`src/rtl/instr_fetch_queue.sv`:
```
// instr_fetch_queue
//   Fetch front end for the single-cycle core. It owns the PC, issues word
//   fetches to instruction memory, tags each request with its PC, and buffers
//   returned words in an in-order queue. The head {instr, pc} goes to decode
//   over a valid/ready handshake. A redirect flushes the queue and discards
//   every response that is still in flight.
//
//   Optional feature macro: IFQ_BYPASS_EN
//     defined   : a response arriving while the queue is empty is presented to
//                 decode combinationally in the same cycle. It is not enqueued
//                 if decode consumes it in that cycle.
//     undefined : the output comes only from the registered queue head.
//
// Ports
//   clk_i          in   clock, rising edge
//   rst_i          in   asynchronous reset, active-low
//   start_i        in   fetching enabled while high
//   imem_req_o     out  fetch request valid
//   imem_addr_o    out  fetch byte address, word aligned
//   imem_gnt_i     in   request accepted this cycle
//   imem_rvalid_i  in   response valid (in request order)
//   imem_rdata_i   in   response instruction word
//   redirect_i     in   1-cycle flush / refetch pulse
//   redirect_pc_i  in   redirect target (bits [1:0] ignored)
//   instr_valid_o  out  head entry valid
//   instr_o        out  head instruction
//   instr_pc_o     out  byte address of instr_o
//   instr_ready_i  in   decode consumes the head when valid && ready
module instr_fetch_queue #(
    parameter int unsigned DEPTH    = 4,
    parameter logic [31:0] RESET_PC = 32'h0
) (
    input  logic        clk_i,
    input  logic        rst_i,
    input  logic        start_i,
    output logic        imem_req_o,
    output logic [31:0] imem_addr_o,
    input  logic        imem_gnt_i,
    input  logic        imem_rvalid_i,
    input  logic [31:0] imem_rdata_i,
    input  logic        redirect_i,
    input  logic [31:0] redirect_pc_i,
    output logic        instr_valid_o,
    output logic [31:0] instr_o,
    output logic [31:0] instr_pc_o,
    input  logic        instr_ready_i
);

    localparam int unsigned AW = $clog2(DEPTH);
    localparam int unsigned CW = AW + 1;

    typedef enum logic {
        IDLE,
        RUN
    } state_t;

    state_t        state_q, state_d;
    logic [31:0]   fetch_pc_q;
    logic [CW-1:0] count_q, outstanding_q, discard_q;
    logic [AW-1:0] rd_ptr_q, wr_ptr_q, tag_rd_q, tag_wr_q;

    logic [31:0]   data_q [DEPTH];
    logic [31:0]   pc_q   [DEPTH];
    logic [31:0]   tag_q  [DEPTH];

    logic [CW:0]   inflight;
    logic          fire, resp_keep, head_valid, bypass, enq, deq;
    logic [31:0]   resp_pc;

    // Credit: queued entries plus requests in flight never exceed DEPTH,
    // so every response is guaranteed a queue slot.
    assign inflight = {1'b0, count_q} + {1'b0, outstanding_q};

    always_comb begin
        state_d    = state_q;
        imem_req_o = 1'b0;
        case (state_q)
            IDLE: begin
                if (start_i) state_d = RUN;
            end
            RUN: begin
                imem_req_o = (inflight < (CW+1)'(DEPTH));
                if (!start_i) state_d = IDLE;
            end
            default: state_d = IDLE;
        endcase
    end

    assign imem_addr_o = fetch_pc_q;
    assign fire        = imem_req_o && imem_gnt_i;
    assign resp_keep   = imem_rvalid_i && (discard_q == '0) && !redirect_i;
    assign resp_pc     = tag_q[tag_rd_q];
    assign head_valid  = (count_q != '0);

`ifdef IFQ_BYPASS_EN
    assign bypass = resp_keep && !head_valid;
`else
    assign bypass = 1'b0;
`endif

    assign instr_valid_o = head_valid || bypass;
    assign instr_o       = head_valid ? data_q[rd_ptr_q] : (bypass ? imem_rdata_i : '0);
    assign instr_pc_o    = head_valid ? pc_q[rd_ptr_q]   : (bypass ? resp_pc      : '0);

    assign deq = head_valid && instr_ready_i;
    // A bypassed word taken by decode this cycle never occupies a slot.
    assign enq = resp_keep && !(bypass && instr_ready_i);

    always_ff @(posedge clk_i or negedge rst_i) begin
        if (!rst_i) begin
            state_q       <= IDLE;
            fetch_pc_q    <= RESET_PC;
            count_q       <= '0;
            outstanding_q <= '0;
            discard_q     <= '0;
            rd_ptr_q      <= '0;
            wr_ptr_q      <= '0;
            tag_rd_q      <= '0;
            tag_wr_q      <= '0;
        end else begin
            state_q       <= state_d;
            outstanding_q <= outstanding_q + CW'(fire) - CW'(imem_rvalid_i);
            if (fire)          tag_wr_q <= tag_wr_q + 1'b1;
            if (imem_rvalid_i) tag_rd_q <= tag_rd_q + 1'b1;

            if (redirect_i) begin
                // Everything still in flight after this edge, including a
                // grant taken this cycle, belongs to the old stream.
                discard_q  <= outstanding_q + CW'(fire) - CW'(imem_rvalid_i);
                fetch_pc_q <= redirect_pc_i & ~32'h3;
                count_q    <= '0;
                rd_ptr_q   <= '0;
                wr_ptr_q   <= '0;
            end else begin
                if (fire) fetch_pc_q <= fetch_pc_q + 32'd4;
                if (imem_rvalid_i && (discard_q != '0)) discard_q <= discard_q - 1'b1;
                if (enq) wr_ptr_q <= wr_ptr_q + 1'b1;
                if (deq) rd_ptr_q <= rd_ptr_q + 1'b1;
                count_q <= count_q + CW'(enq) - CW'(deq);
            end
        end
    end

    // Storage arrays carry no reset; the output mux gates them with count.
    always_ff @(posedge clk_i) begin
        if (fire) tag_q[tag_wr_q] <= fetch_pc_q;
        if (enq && !redirect_i) begin
            data_q[wr_ptr_q] <= imem_rdata_i;
            pc_q[wr_ptr_q]   <= resp_pc;
        end
    end

    rvalid_needs_outstanding : assert property (
        @(posedge clk_i) disable iff (!rst_i) imem_rvalid_i |-> (outstanding_q != '0)
    );

endmodule
```
`config.mk`:
```
export PLATFORM = sky130hd
export DESIGN_NAME = instr_fetch_queue
export DESIGN_NICKNAME = d
export VERILOG_FILES = /design/src/rtl/instr_fetch_queue.sv
export SDC_FILE = /design/constraint.sdc
export NUM_CORES = 1
export LEC_CHECK = 0
export BUFFER_PORTS_ARGS = -buffer_cell sky130_fd_sc_hd__buf_2
export CORE_ASPECT_RATIO = 0.75
export CORE_MARGIN = 5
export CORE_UTILIZATION = 40
export CTS_CLUSTER_SIZE = 16
export DETAILED_ROUTE_END_ITERATION = 10
export GPL_TIMING_DRIVEN = 0
export SETUP_SLACK_MARGIN = 0.02
export SLEW_MARGIN = 20
export SYNTH_ARGS = -nofsm -noshare
export SYNTH_HDL_FRONTEND = slang
export SYNTH_SLANG_ARGS = --single-unit
```
`constraint.sdc`:
```
create_clock -name clk_i -period 4.3 [get_ports clk_i]
set_input_delay 0.86 -clock clk_i [delete_from_list [all_inputs] [get_ports clk_i]]
set_output_delay 0.86 -clock clk_i [all_outputs]
set_load 0.05 [all_outputs]
```
* Word-level counts from Yosys, hierarchy flattened
Memory sizes are Yosys's and may differ from the RTL's.
Cells that the tools add are included.
W data, S select, Z words.
** Cells by class
- Magnitude comparators :: 1
- Divide/modulo/power cells :: 0
- Bitwise operators :: 0
- $add $sub $neg :: 11
- Mux-type cells :: 17
- Equal/unequal tests :: 0
- Reductions and logical operators :: 14
- Shifts and indexed selects :: 0
- $mul :: 0
** Operator list (count)
- $mux W32 :: 4
- $add A32 B3 Y32 const B :: 1
- $mux W3 :: 3
- $add A2 B1 Y2 const B :: 4
- $mux W2 :: 4
- $reduce_bool A2 Y1 :: 4
- $add A3 B1 Y3 :: 2
- $logic_and A1 B1 Y1 :: 6
- $mux W1 :: 6
- $reduce_bool A3 Y1 :: 2
- $sub A3 B1 Y3 :: 2
- $add A3 B3 Y4 :: 1
- $lt A4 B3 Y1 const B :: 1
- $logic_not A3 Y1 :: 1
- $sub A3 B1 Y3 const B :: 1
- $logic_not A1 Y1 :: 1
** Storage, ports and cells
- Input port bits :: 71
- Output and inout port bits :: 98
- Memory bits (read-only) :: 0
- Bits in latches :: 0
- Register bits after elaboration :: 50
- Memories kept :: 3
- Memory bits (writable) :: 384
- Logic and storage cells :: 55
** Memories
- data_q :: depth 4, width 32, read ports 1, clocked after memory_dff 0, wr ports 1, RTL line 62 : logic [31:0] data_q [DEPTH];
- pc_q :: depth 4, width 32, read ports 1, clocked after memory_dff 0, wr ports 1, RTL line 63 : logic [31:0] pc_q [DEPTH];
- tag_q :: depth 4, width 32, read ports 1, clocked after memory_dff 0, wr ports 1, RTL line 64 : logic [31:0] tag_q [DEPTH];

* Logic depth before layout (Yosys ltp)
- Word-level depth :: 7
- Mapped depth :: 13
- Depth with buffers taken out :: 12

* Worst setup path after synthesis
Ideal clock, no wire load.
- Kind :: input to register
- From :: input redirect_i
- To :: memory data_q[0][0], enable pin
- Library setup time :: 427 ps
- Data required time :: 3873 ps
- Arrival :: 2913 ps
- Stages :: 4
- Buffers on the path :: 2
- Slack :: 960 ps
- Cell sequence :: clkbuf_1 clkbuf_1 nor2_1 and2_1
** Between the ends
- Longest elaborated chain between the ends :: 5
** Ends and longest elaborated chain
- start, declared :: RTL line 41 : input logic redirect_i,
- $logic_not A1 Y1 (*) :: RTL line 91, 147
- $logic_and A1 B1 Y1 :: RTL line 91 : assign resp_keep = imem_rvalid_i && (discard_q == '0) && !redirect_i;
- $logic_and A1 B1 Y1 (*) :: RTL line 147 : if (enq && !redirect_i) begin
- $mux W1 (*) :: RTL line 147
- $mux W1 (implied by the code) (*) :: RTL line 148 : data_q[wr_ptr_q] <= imem_rdata_i;
- end, declared :: RTL line 62
Mark *: on every way between the ends. The rest lies on a longest branch, timed or not.

* Worst setup path after layout
- From :: register rd_ptr_q[1]
- To :: output instr_pc_o[15]
** Between the ends
- Longest elaborated chain between the ends :: 2
** Ends and longest elaborated chain
- start, declared :: RTL line 60 : logic [AW-1:0] rd_ptr_q, wr_ptr_q, tag_rd_q, tag_wr_q;
- start signal, assigned :: RTL line 138 : if (deq) rd_ptr_q <= rd_ptr_q + 1'b1;
- $mem_v2 Z4 W32
- $mux W32 :: RTL line 103 : assign instr_pc_o = head_valid ? pc_q[rd_ptr_q] : (bypass ? resp_pc : '0);
- end, declared :: RTL line 45 : output logic [31:0] instr_pc_o,
Every way passes these cells.

==> impl_metrics.py <==
metrics = {
    "setup_path": {
        "end_kind": "output port",
        "r2r_cells": 13,
        "criticalPathCategory": "reg -> out",
        "crit_chain": "clkbuf_1 > clkbuf_1 > mux4_2 > and2_1 > buf_2",
        "rrSetupSlack_ns": 0.78,
        "worst_path_largest_cell_delay_ns": 0.76,
        "cp_slowest_cell": "clkbuf_1",
        "rr_endpoint": "discard_q[2]",
        "cp_max_fo": 10,
        "worst_ep_required_time_ns": 3.44,
        "cp_common_cell": "clkbuf_1",
        "cp_data_arrival_time_ns": 2.85,
        "start_kind": "register",
        "reg2reg_from": "count_q[2]",
        "worstSetupStartpoint": "rd_ptr_q[1]",
    },
    "floorplanning": {
        "start_util": 0.406,
        "core_mm2": 0.0408,
        "ios": 169,
        "row_count": 64,
        "die_w_um": 245,
        "die-height_um": 186,
        "die-area_mm2": 0.0456,
    },
    "clocking": {
        "clock-root-buffer": "clkbuf_16",
        "cts-resized-gates": 0,
        "clkSinkCount": 416,
        "hold_buffers": 0,
        "cts_buffers": 43,
        "clockBufferDepth": 3,
        "post_cts_buffers": 0,
        "htree_num_levels": 2,
        "insertion_delay_ns": 0.54,
        "cts_tree": "yes",
        "clk_pin_slew_ns": 0.06,
    },
    "yosys": {
        "ys_seq_area_frac": 0.739,
        "yosysUniqueCellTypes": 42,
        "synthMuxAreaShare": 0.127,
        "synth_top_family_by_area": "multiplexers",
        "synthSimpleGateAreaFrac": 0.0720,
        "synth_xor_area_frac": 0.00951,
        "synthArstFlopShare": 0.115,
        "synthAdderAreaFrac": 0.0153,
        "ys.flop_type": "edfxtp_1",
        "synth_area_mm2": 0.0166,
        "synthTopCellsByArea": "edfxtp_1 (67%), mux4_2 (13%), dfrtp_1 (7.2%), and2_1 (2.7%), ha_1 (1.3%)",
        "postSynthCellCount": 870,
        "synth_warnings": 0,
        "avgSynthCellArea_um2": 19.0,
        "synth_compound_area_frac": 0.0214,
        "ys_seq_elements": 416,
        "yosysTopAreaCell": "edfxtp_1",
        "synth_edf_count": 368,
        "synth.top_cell.area_share": 0.667,
    },
    "grt": {
        "grt_pass1_wl_mm": 56.7,
        "track_usage": 0.164,
        "use_met3": 0.0353,
        "use_met1": 0.241,
        "antenna_found_initial": 1,
        "busiest_layer": "met2",
        "grt_overflow": 0,
        "grt_max_degree": 49,
        "use_met2": 0.254,
        "grt_pass1_vias": 8973,
    },
    "timing": {
        "timing.fmax_mhz": 269,
        "timing.final.crit_share": 0.863,
        "slew_headroom": 0.340,
        "slew_violations": 0,
        "skew_ns": 0.0271,
        "finalHoldViolCount": 0,
        "tightest_slew_ns": 0.990,
        "post-route-min-period_ns": 3.71,
        "rsz0062_at_grt": "false",
        "finalSetupViolations": 0,
    },
    "layout": {
        "final_common_cell": "edfxtp_1",
        "fin_cells": 1649,
        "area_growth_pct": 18.0,
        "nets": 1177,
        "fillers": 3480,
        "final_core_util": 0.479,
        "fin_area_mm2": 0.0195,
        "drive_above_1_share": 0.304,
        "mostFrequentLayoutCells": "edfxtp_1 (368), buf_2 (166), mux4_2 (92)",
    },
    "placed_design": {
        "io_buffers": 161,
        "hpwl_mm": 24.2,
        "dpl.cell_count": 1570,
        "place_congestion": 0.805,
        "dpl_cell_area_mm2": 0.0183,
    },
    "job": {
        "drv_cap": 0,
    },
    "routing": {
        "drcViolationCount": 0,
        "drt-vias-per-instance": 5.31,
        "drt_first_pass_iters": 5,
        "dr.first_iter.drc_count": 645,
        "via_count": 8757,
        "ant_nets": 0,
        "wl_mm": 37.0,
        "wl_per_cell_um": 22.4,
    },
    "power": {
        "p_leak_nw": 6.69,
        "powerDensity_mw_per_mm2": 637,
        "vdd_drop_max_uv": 311,
    },
    "status": {
        "outcome": "complete, no violations",
    },
    "worst_hold_path": {
        "hp-class": "in -> async",
    },
}
[per-layer routing]
layer  vias up  wire (µm)
met3        58       2380
met5         -          0
li1       3922          -
met4         0        746
met1      4509      16900
met2       268      16900
[cell usage after synthesis, types with 3 or more instances]
| library cell | count |
|---|---|
| ha_1 | 17 |
| xnor2_1 | 11 |
| buf_4 | 4 |
| edfxtp_1 | 368 |
| and4_1 | 7 |
| xor2_1 | 7 |
| nand4_1 | 15 |
| inv_1 | 17 |
| dfrtp_1 | 48 |
| buf_2 | 6 |
| a31oi_1 | 18 |
| nand2_1 | 26 |
| clkbuf_1 | 26 |
| nand3_1 | 13 |
| nor2b_1 | 3 |
| o31ai_1 | 11 |
| and2_1 | 72 |
| or4_1 | 16 |
| buf_1 | 8 |
| mux4_2 | 92 |
| or3_1 | 8 |
| nor2_1 | 26 |
| and3_1 | 8 |
| o21ai_0 | 18 |
[flip-flops by register name, summed over array words and instances (netlist names)]
register       count
rd_ptr_q           2
state_q            1
tag_wr_q           2
tag_rd_q           2
discard_q          3
count_q            3
pc_q             120
imem_addr_o       30
wr_ptr_q           2
outstanding_q      3
data_q           128
tag_q            120
[metrics by stage]
stage / worst slack (ns) / TNS (ns) / hold slack [ns] / total power [mW]
after global placement: -0.763 / -179.67 / 0.533 / 9.10
after global routing: 0.335 / 0 / 0.393 / 13.1
after detailed placement: 0.811 / 0 / 0.555 / 9.18
after floorplan: 0.960 / 0 / 0.515 / 8.07
after CTS: 0.496 / 0 / 0.356 / 12.6
final: 0.587 / 0 / 0.355 / 12.4
[worst max-delay path: cells and delay by family, from the launching register on]
| family | cells | cell delay (ns) |
|---|---|---|
| multiplexers | 1 | 0.40 |
| buffers and inverters | 3 | 1.38 |
| AND/OR/NAND/NOR | 1 | 0.19 |
| flip-flops | 1 | 0.32 |
[power breakdown]
part	internal, mW	total [mW]	switching, mW
logic	1.30	3.94	2.64
clock network	1.95	3.43	1.48
registers	4.90	5.08	0.179
[cell families (layout without fill, tap and decap cells)]
family,after synthesis,count (layout)
flops,416,416
simple gates,204,204
mux,95,95
buf+inv,62,308
compound gates,55,55
fa+ha+maj,19,19
xor+xnor,18,18
other cells,1,6
[worst max-delay path by stage]
| stage | end | slack [ns] |
|---|---|---|
| after global routing | instr_pc_o[24] | 0.33 |
| after detailed placement | discard_q[2] | 0.81 |
| after CTS | instr_pc_o[24] | 0.50 |
| after floorplan | data_q[0][0] | 0.96 |
| final | instr_pc_o[15] | 0.59 |
| after global placement | data_q[0][26] | -0.76 |
[cell type report]
cell class                      count  area [µm²]  share of cell area
Multi-Input combinational cell    395        4090               0.209
Buffer                             44         188             0.00960
Sequential cell                   416       12300               0.627
Inverter                           18        67.6             0.00346
Clock buffer                       60        1170              0.0599
Antenna cell                        2        5.00            0.000256
Clock inverter                     17         108             0.00551
Timing Repair Buffer              169        1010              0.0515
Tap cell                          528         661              0.0338
(Power assumes the default switching activity.)
